--- src/rtl/pc_counter.sv ---
// Program counter: registered instruction-memory address with reset, stall, jump and relative branch.
// Optional `wrap` overflow flag output is enabled by defining PC_WRAP_FLAG_EN.
module pc_counter #(
    parameter int                 ADDR_W     = 8,
    parameter logic [ADDR_W-1:0]  RESET_ADDR = '0,
    parameter int unsigned        STEP       = 1
) (
    input  logic              clk,
    input  logic              reset,
    input  logic              en,
    input  logic              jump,
    input  logic [ADDR_W-1:0] jump_addr,
    input  logic              branch,
    input  logic [ADDR_W-1:0] branch_off,
`ifdef PC_WRAP_FLAG_EN
    output logic              wrap,
`endif
    output logic [ADDR_W-1:0] direccion
);

    localparam logic [ADDR_W-1:0] STEP_V = ADDR_W'(STEP);

    // Initialiser gives a defined address before the first clock edge.
    logic [ADDR_W-1:0] r_pc = RESET_ADDR;
    logic [ADDR_W-1:0] w_next;
    logic [ADDR_W-1:0] w_inc_sum;
    logic [ADDR_W-1:0] w_br_sum;

`ifdef PC_WRAP_FLAG_EN
    logic [ADDR_W:0]   w_inc;
    logic [ADDR_W:0]   w_br;
    logic              w_carry;
    logic              r_wrap = 1'b0;

    assign w_inc     = {1'b0, r_pc} + {1'b0, STEP_V};
    assign w_br      = {1'b0, r_pc} + {1'b0, branch_off};
    assign w_inc_sum = w_inc[ADDR_W-1:0];
    assign w_br_sum  = w_br[ADDR_W-1:0];

    // Carry out of whichever addition actually drives the next PC; jump never flags.
    always_comb begin
        w_carry = 1'b0;
        if (!jump) begin
            if (branch)
                w_carry = w_br[ADDR_W];
            else if (en)
                w_carry = w_inc[ADDR_W];
        end
    end

    always_ff @(posedge clk) begin
        if (reset)
            r_wrap <= 1'b0;
        else
            r_wrap <= w_carry;
    end

    assign wrap = r_wrap;
`else
    assign w_inc_sum = r_pc + STEP_V;
    assign w_br_sum  = r_pc + branch_off;
`endif

    always_comb begin
        w_next = r_pc;
        if (jump)
            w_next = jump_addr;
        else if (branch)
            w_next = w_br_sum;
        else if (en)
            w_next = w_inc_sum;
    end

    always_ff @(posedge clk) begin
        if (reset)
            r_pc <= RESET_ADDR;
        else
            r_pc <= w_next;
    end

    assign direccion = r_pc;

endmodule

--- config.mk ---
export PLATFORM = sky130hd
export DESIGN_NAME = pc_counter
export DESIGN_NICKNAME = d
export VERILOG_FILES = /design/src/rtl/pc_counter.sv
export SDC_FILE = /design/constraint.sdc
export NUM_CORES = 1
export LEC_CHECK = 0
export CAP_MARGIN = 20
export CORE_MARGIN = 5
export CORE_UTILIZATION = 42
export CTS_CLUSTER_SIZE = 28
export DETAILED_ROUTE_END_ITERATION = 16
export PLACE_DENSITY = 0.78
export SETUP_SLACK_MARGIN = 0.4
export SLEW_MARGIN = 5
export SYNTH_ARGS = -nofsm -noshare
export SYNTH_HDL_FRONTEND = slang
export SYNTH_SLANG_ARGS = --single-unit
--- constraint.sdc ---
create_clock -name clk -period 2.4 [get_ports clk]
set_clock_uncertainty 0.1 [all_clocks]
set_input_delay 0.48 -clock clk [delete_from_list [all_inputs] [get_ports clk]]
set_output_delay 0.48 -clock clk [all_outputs]
set_load 0.03 [all_outputs]
==> flow_summary.ini, run 1 <==
[clock_network]
hold_buffers = 0
cts_buffers = 3
clockBufferDepth = 2
clockRootBuffer = clkbuf_4
clk-insertion-delay-late_ns = 0.26
clk_pin_slew_ns = 0.06
htreeDepth = 1
clock-sinks = 8
cts_tree = yes

[cells_and_area]
nFillCells = 122
largest_reg_flops = 8
syn_to_final_growth_pct = 73.78
multiInputGateArea_sq_um = 636.9
drive_gt1_frac = 0.3333
seq_area_sq_um = 161.4
n_antenna_cell = 0
nNetsFinal = 163

[place]
io_buffers = 28
dp_hpwl_microns = 1770
dpl_worst_slack_ns = -0.3066
place_congestion = 0.8001

[timing]
drv_slew = 0
hold_viol_final = 0
fin_ws_ns = 0.4011
fin_crit_sh = 0.8329
min_period_ns = 1.999
setup_viol = 0
slew_headroom = 0.7280
tns_ns = 0
fmax_mhz = 500.3
worstMarginPinSlew_ns = 0.4066
rsz0062_at_grt = true

[power_and_ir_drop]
p_switching_mw = 0.1900
power_density_nw_per_um2 = 434.9
swShare = 0.3512
pwr-share-clk = 0.198
internal_power_mw = 0.3509
seq_power_share = 0.298
leakage_nw = 0.5747
peakVddDrop_uv = 331.4
combPwrFrac = 0.504

[worst_setup_path]
end_kind = flop
cp_data_arrival_time_ns = 2.06
path_max_fanout = 3
cp-start-kind = input pin
reg2reg_slack_ns = 0.53
critical_path_class = input pin to flop
required_ns = 2.47

[synth]
synth_async_sr_flop_share = 0
yosysSeqAreaShare = 0.2238
syn_inst = 91
synthFlopType = dfxtp_1
syn-num-nets = 120
synth_top_family_by_area = compound AO/OA/AOI/OAI gates
synth_adder_area_share = 0.1503
synth-seq-cells = 8
ys_types = 36
synthMuxAreaShare = 0.01399
synth_edf_count = 0
avgSynthCellArea_sq_um = 7.865
ys.warnings.count = 0
synthXorXnorAreaFrac = 0.07343
synth_compound_area_frac = 0.2587
yosys.area_share.simple = 0.2343
syn_area_sq_um = 715.7

[floorplanning]
initial_core_util = 0.4285
die_x_microns = 51.28
die_h_microns = 51.28
rows = 15
core_sq_um = 1670
ioPinCount = 29
dieArea_sq_um = 2630

[global_routing]
grt_pass1_wl_microns = 3698
grt-busiest-layer = met2
grtUsageMet2 = 0.3283
grt_antenna_before_repair = 0
overflow = 0
met1_usage = 0.2314
grt_util_met3 = 0.01749
track_usage = 0.1908
grt_pass1_vias = 800
grt_max_degree = 11

[routing]
first_pass_iters = 4
drt_wl_total_microns = 2333
remaining_drc_errors = 0
via_count = 836
drtAntennaViolNets = 0
drt_iter0_drc = 17
viasPerCell = 5.611
wire_per_inst_microns = 15.66

[job]
maxCapViolCount = 0

[status]
status = finished clean

[worst_hold_path]
hp-class = flop to flop
==> per-stage QoR <==
step           std cells  instance area (sq um)  hold slack, ns  utilization  total power [mW]
2_1_floorplan         91                  747.0          0.5235            -            0.2926
3_3_place_gp         144                   1121          0.4752       0.6712            0.3955
3_5_place_dp         144                   1121          0.5107       0.6712            0.4024
4_1_cts              148                   1205          0.5430       0.7213            0.5314
5_1_grt              149                   1244          0.5944       0.7446            0.5780
6_report             149                   1244          0.5335       0.7446            0.5409
==> Yosys cell counts (2+ instances only) <==
master	instances	area (sq um)
ha_1	7	87.58
dfxtp_1	8	160.2
a211oi_1	2	15.01
o22ai_1	2	12.51
o21ai_0	2	10.01
nor2_1	12	45.04
a211o_1	2	17.52
a21oi_1	9	45.04
nand2_1	7	26.28
and2_1	5	31.28
xor2_1	3	26.28
buf_2	2	10.01
inv_1	4	15.01
nor3_1	2	10.01
xnor2_1	3	26.28
==> area by class of cell <==
type / instances / area share
multi-input cells: 75 / 0.5121
repair buffers: 42 / 0.3109
flip-flops and latches: 8 / 0.1298
clock buffers: 3 / 0.01811
well taps: 17 / 0.01710
inverters: 4 / 0.01207
==> worst max-delay path: stages <==
cell and delay (ns):
clkdlybuf4s50_1 0.47, and2_4 0.15, ha_4 0.20, buf_4 0.14, o21ai_1 0.10, nand2b_2 0.11, xnor2_2 0.15, a2111oi_2 0.27
==> routing by layer <==
metal	vias up	share of wire
met5	-	0
met4	0	0.021
met3	6	0.043
met2	24	0.50
met1	399	0.43
li1	407	-
==> cell usage in the layout (no fill, tap or decap), types with 2 or more instances in the layout <==
| cell type | instances |
|---|---|
| clkdlybuf4s50_1 | 21 |
| buf_4 | 14 |
| nor2_1 | 12 |
| a21oi_1 | 8 |
| dfxtp_1 | 7 |
| nand2_1 | 6 |
| ha_4 | 4 |
| inv_1 | 3 |
| and2_1 | 3 |
| xor2_1 | 3 |
| clkbuf_4 | 3 |
| dlymetal6s2s_1 | 3 |
| and2_4 | 2 |
| a211oi_2 | 2 |
| o21ai_1 | 2 |
| a211o_1 | 2 |
| o22ai_1 | 2 |
| xnor2_2 | 2 |
| ha_1 | 2 |
| dlygate4sd2_1 | 2 |
==> power groups by stage <==
stage	Combinational, mW	Clock, mW	Sequential, mW
after floorplan	0.109	0	0.183
after global placement	0.235	0	0.161
after detailed placement	0.241	0	0.161
after CTS	0.259	0.111	0.161
after global routing	0.293	0.122	0.163
final	0.272	0.107	0.161
==> worst paths after layout <==
kind | endpoint | startpoint | cells after the start
hold reg to reg | direccion[0] | direccion[0] | 4
hold / removal | direccion[0] | direccion[0] | 4
setup / recovery | direccion[4] | branch_off[3] | 8
setup reg to reg | direccion[6] | direccion[0] | 8
==> cell families (layout without fill, tap and decap cells) <==
kind of cell | count (synthesis) | count (layout)
and+or+nand+nor | 34 | 34
AOI/OAI and AO/OA | 26 | 26
adders and majority gates | 8 | 8
DFF | 8 | 8
buffers and inverters | 8 | 49
xor gates and xnor gates | 6 | 6
muxes | 1 | 1
==> what timing repair did <==
item                       in CTS  in global routing
gates cloned                    0                  0
pin swaps                       7                 12
setup buffers                   1                  1
setup endpoints to repair       7                  7
gates resized for setup        18                 14
Note: power is estimated with default switching activity, not from simulation.
==> run 2, diff against run 1 <==
- clock period: 2.4 -> 2.01 ns (I/O delays scaled with it)
==> flow_summary.ini, run 2 (synthesis gave the netlist of run 1 again) <==
[global_routing]
grt_max_degree = 12
overflow = 0
grt_antenna_before_repair = 0
grt_pass1_wl_microns = 3995
grt_pass1_vias = 881
met1_usage = 0.2487
grtUsageMet2 = 0.3433
track_usage = 0.2058
grt_util_met3 = 0.03790
grt-busiest-layer = met2

[timing]
setup_viol = 0
worstMarginPinSlew_ns = 0.3331
slew_headroom = 0.7772
min_period_ns = 1.880
hold_viol_final = 0
tns_ns = 0
rsz0062_at_grt = true
fin_ws_ns = 0.1303
fin_crit_sh = 0.9352
fmax_mhz = 532.0
whs_ns = 0.5448
drv_slew = 0

[clock_network]
htreeDepth = 1
hold_buffers = 0
cts_buffers = 3
clockBufferDepth = 2
clk_pin_slew_ns = 0.06
clk-insertion-delay-late_ns = 0.26
clockRootBuffer = clkbuf_4
clock-sinks = 8
cts_tree = yes

[cells_and_area]
syn_to_final_growth_pct = 95.63
fin_cells = 159
nNetsFinal = 173
nFillCells = 104
final_common_cell = buf_4
final_cell_mix = buf_4, clkdlybuf4s50_1, nor2_1
drive_gt1_frac = 0.4718
n_antenna_cell = 0
final_area_sq_um = 1400
fin_util = 0.8382
largest_reg_flops = 8

[power_and_ir_drop]
peakVddDrop_uv = 439.6
leakage_nw = 0.6390
total_power_mw = 0.6873
power_density_nw_per_um2 = 490.9

[worst_setup_path]
end_kind = flop
critical_path_class = input pin to flop
required_ns = 2.09
cp_data_arrival_time_ns = 1.96
path_max_fanout = 2
reg2reg_slack_ns = 0.15
cp-start-kind = input pin

[place]
place_congestion = 0.8344
io_buffers = 28
dpl-instance-area_sq_um = 1250
dp_hpwl_microns = 1780
dpl_worst_slack_ns = -0.5340
placedCellCount = 149

[routing]
drt_iter0_drc = 11
wire_per_inst_microns = 15.28
drtAntennaViolNets = 0
remaining_drc_errors = 0
drt_wl_total_microns = 2430
via_count = 864
first_pass_iters = 4
viasPerCell = 5.434

[floorplanning]
die_x_microns = 51.28
ioPinCount = 29
core_sq_um = 1670
initial_core_util = 0.4285
rows = 15
dieArea_sq_um = 2630
die_h_microns = 51.28

[status]
status = finished clean

[worst_hold_path]
hp-class = flop to flop

[job]
maxCapViolCount = 0
==> run 2: changes by cell type in the layout (fill, tap and decap cells not counted), moves of 2 or more <==
| cell | change |
|---|---|
| and2_1 | -3 |
| and2_4 | +3 |
| buf_4 | +5 |
| buf_6 | +5 |
| clkdlybuf4s50_1 | -9 |
| dfxtp_1 | -2 |
| dlygate4sd2_1 | +7 |
| dlymetal6s2s_1 | -2 |
| ha_1 | -2 |
| ha_4 | +3 |
==> run 2: layer usage <==
metal / wire length (microns) / up-vias
li1: - / 425
met1: 992 / 403
met2: 1226 / 30
met3: 161 / 6
met4: 50 / 0
met5: 0 / -
==> run 2: final timing paths <==
check                 from            to  cells after the start
max          branch_off[0]  direccion[6]                     10
min           direccion[3]  direccion[3]                      2
max reg2reg   direccion[0]  direccion[6]                      8
min reg2reg   direccion[3]  direccion[3]                      2
==> run 2: area by class of cell <==
class	instances	area, sq um	area share
inverter	4	17.52	0.01251
multi-input combinational	75	704.4	0.5031
sequential	8	166.4	0.1189
timing repair buffer	52	467.9	0.3342
tap	17	21.27	0.01519
clock buffer	3	22.52	0.01609
==> run 2: report_power, final <==
group | internal (mW) | total (mW) | switching [mW] | leakage (nW)
logic | 0.204 | 0.368 | 0.164 | 0.558
clock network | 0.0685 | 0.126 | 0.0573 | 0.0138
registers | 0.175 | 0.193 | 0.0188 | 0.0677
total | 0.447 | 0.687 | 0.240 | 0.639
==> run 2: timing repair <==
action	in CTS	in global routing
setup endpoints to repair	16	10
buffers inserted	4	3
pin swaps	32	19
endpoints found under the hold margin	0	0
resized for setup	38	18
==> run 2: worst max-delay path, cell delays in order <==
cell	delay (ns)
buf_6	0.09
nand2b_4	0.14
ha_4	0.16
inv_2	0.04
fa_2	0.19
and2b_2	0.24
o2111ai_2	0.19
nand4b_1	0.13
xnor2_1	0.16
a211oi_1	0.21
==> run 3, diff against run 2 <==
- CAP_MARGIN: 20 -> 40
- REMOVE_ABC_BUFFERS: unset -> 1
==> flow_summary.ini, run 3 (synthesis gave the netlist of run 1 again) <==
[worst_setup_path]
critical_path_class = input pin to flop
reg2reg_slack_ns = 0.10
r2r_cells = 8
cp_data_arrival_time_ns = 1.99
rr_endpoint = direccion[4]
required_ns = 2.08
path_max_fanout = 2
end_kind = flop
r2r_start = direccion[0]
cp-start-kind = input pin

[floorplanning]
die_h_microns = 51.28
rows = 15
die_x_microns = 51.28
dieArea_sq_um = 2630
initial_core_util = 0.4285
ioPinCount = 29
core_sq_um = 1670

[clock_network]
hold_buffers = 0
clockBufferDepth = 2
clockRootBuffer = clkbuf_4
htreeDepth = 1
clk_pin_slew_ns = 0.06
cts_tree = yes
clk-insertion-delay-late_ns = 0.26
cts_buffers = 3
clock-sinks = 8

[power_and_ir_drop]
seq_power_share = 0.291
swShare = 0.3590
pwr-share-clk = 0.197
power_density_nw_per_um2 = 508.4
p_switching_mw = 0.2387
total_power_mw = 0.6648
leakage_nw = 0.5833
combPwrFrac = 0.512
internal_power_mw = 0.4261
peakVddDrop_uv = 403.4

[status]
status = finished clean

[global_routing]
grt_max_degree = 12
track_usage = 0.1996
grt_antenna_before_repair = 0
grt_pass1_wl_microns = 3933
grt_pass1_vias = 891
overflow = 0

[cells_and_area]
fin_cells = 153
fin_util = 0.7828
final_cell_mix = buf_4, nor2_1, clkdlybuf4s50_1
nNetsFinal = 167
drive_gt1_frac = 0.4044
syn_to_final_growth_pct = 82.69
n_antenna_cell = 0
final_common_cell = buf_4
largest_reg_flops = 8

[timing]
fmax_mhz = 520.3
fin_crit_sh = 0.9562
rsz0062_at_grt = true
drv_slew = 0
slew_headroom = 0.7361
hold_viol_final = 0
whs_ns = 0.5460
setup_viol = 0
worstMarginPinSlew_ns = 0.3944
min_period_ns = 1.922

[routing]
drt_wl_total_microns = 2378
first_pass_iters = 5
viasPerCell = 5.536
remaining_drc_errors = 0
wire_per_inst_microns = 15.54
drt_iter0_drc = 20
drtAntennaViolNets = 0
via_count = 847

[place]
place_congestion = 0.7860
io_buffers = 28
dp_hpwl_microns = 1620
placedCellCount = 146

[worst_hold_path]
hp-class = flop to flop
hold_start = direccion[0]
whs_endpoint = direccion[0]
min_path_cells = 4

[job]
maxCapViolCount = 0
-- run 3: changes by cell type in the layout (fill, tap and decap cells not counted), moves of 2 or more --
| cell | previous run | this run |
|---|---|---|
| buf_4 | 19 | 15 |
| buf_6 | 6 | 3 |
| clkdlybuf4s15_1 | 1 | 4 |
| buf_2 | 0 | 2 |
| dfxtp_1 | 5 | 7 |
| dfxtp_2 | 2 | 0 |
-- run 3: routing by layer --
layer | vias to the layer above | routed length (microns) | global-route usage
met5 | - | 0 | 0
met4 | 0 | 21 | 0.07860
met3 | 2 | 137 | 0.02041
met2 | 33 | 1197 | 0.3498
met1 | 396 | 1021 | 0.2478
li1 | 416 | - | -
-- run 3: what timing repair did --
action | 4_1_cts | 5_1_grt
setup buffers | 4 | 0
pin swaps | 31 | 9
endpoints found under the setup margin | 16 | 11
resized for setup | 51 | 11
-- run 3: how the worst max path moves through the flow --
| stage | slack [ns] | endpoint | startpoint |
|---|---|---|---|
| after floorplan | -0.12 | direccion[4] | direccion[0] |
| after global routing | 0.04 | direccion[4] | direccion[0] |
| final | 0.09 | direccion[4] | branch_off[0] |
| after global placement | -0.52 | direccion[6] | branch |
| after detailed placement | -0.59 | direccion[4] | branch |
| after CTS | 0.13 | direccion[4] | direccion[0] |
-- run 3: metrics by stage --
step	cell area, sq um	TNS, ns	setup slack (ns)
CTS	1282	0	0.1335
floorplan	698.2	-0.1593	-0.1186
global route	1308	0	0.03650
detailed placement	1105	-3.073	-0.5873
finish	1308	0	0.08799
global placement	1105	-2.694	-0.5166
-- run 3: power groups by stage --
stage,sequential [mW],clock (mW),combinational (mW)
6_report,0.193,0.131,0.340
5_1_grt,0.196,0.137,0.364
4_1_cts,0.193,0.129,0.320
3_5_place_dp,0.191,0,0.273
3_3_place_gp,0.191,0,0.270
2_1_floorplan,0.217,0,0.115
-- run 3: worst max-delay path, cell delays in order --
cell	delay (ns)
buf_2	0.10
nand2b_4	0.14
ha_4	0.16
inv_2	0.05
fa_2	0.20
and2b_1	0.19
o21ai_1	0.20
nand2b_2	0.12
xnor2_2	0.15
a2111oi_2	0.28
-- run 3: layout make-up --
class	count	area, sq um
Inverter	4	15.01
Clock buffer	3	22.52
Fill cell	115	362.8
Tap cell	17	21.27
Sequential cell	8	163.9
Timing Repair Buffer	46	400.4
Multi-Input combinational cell	75	684.4
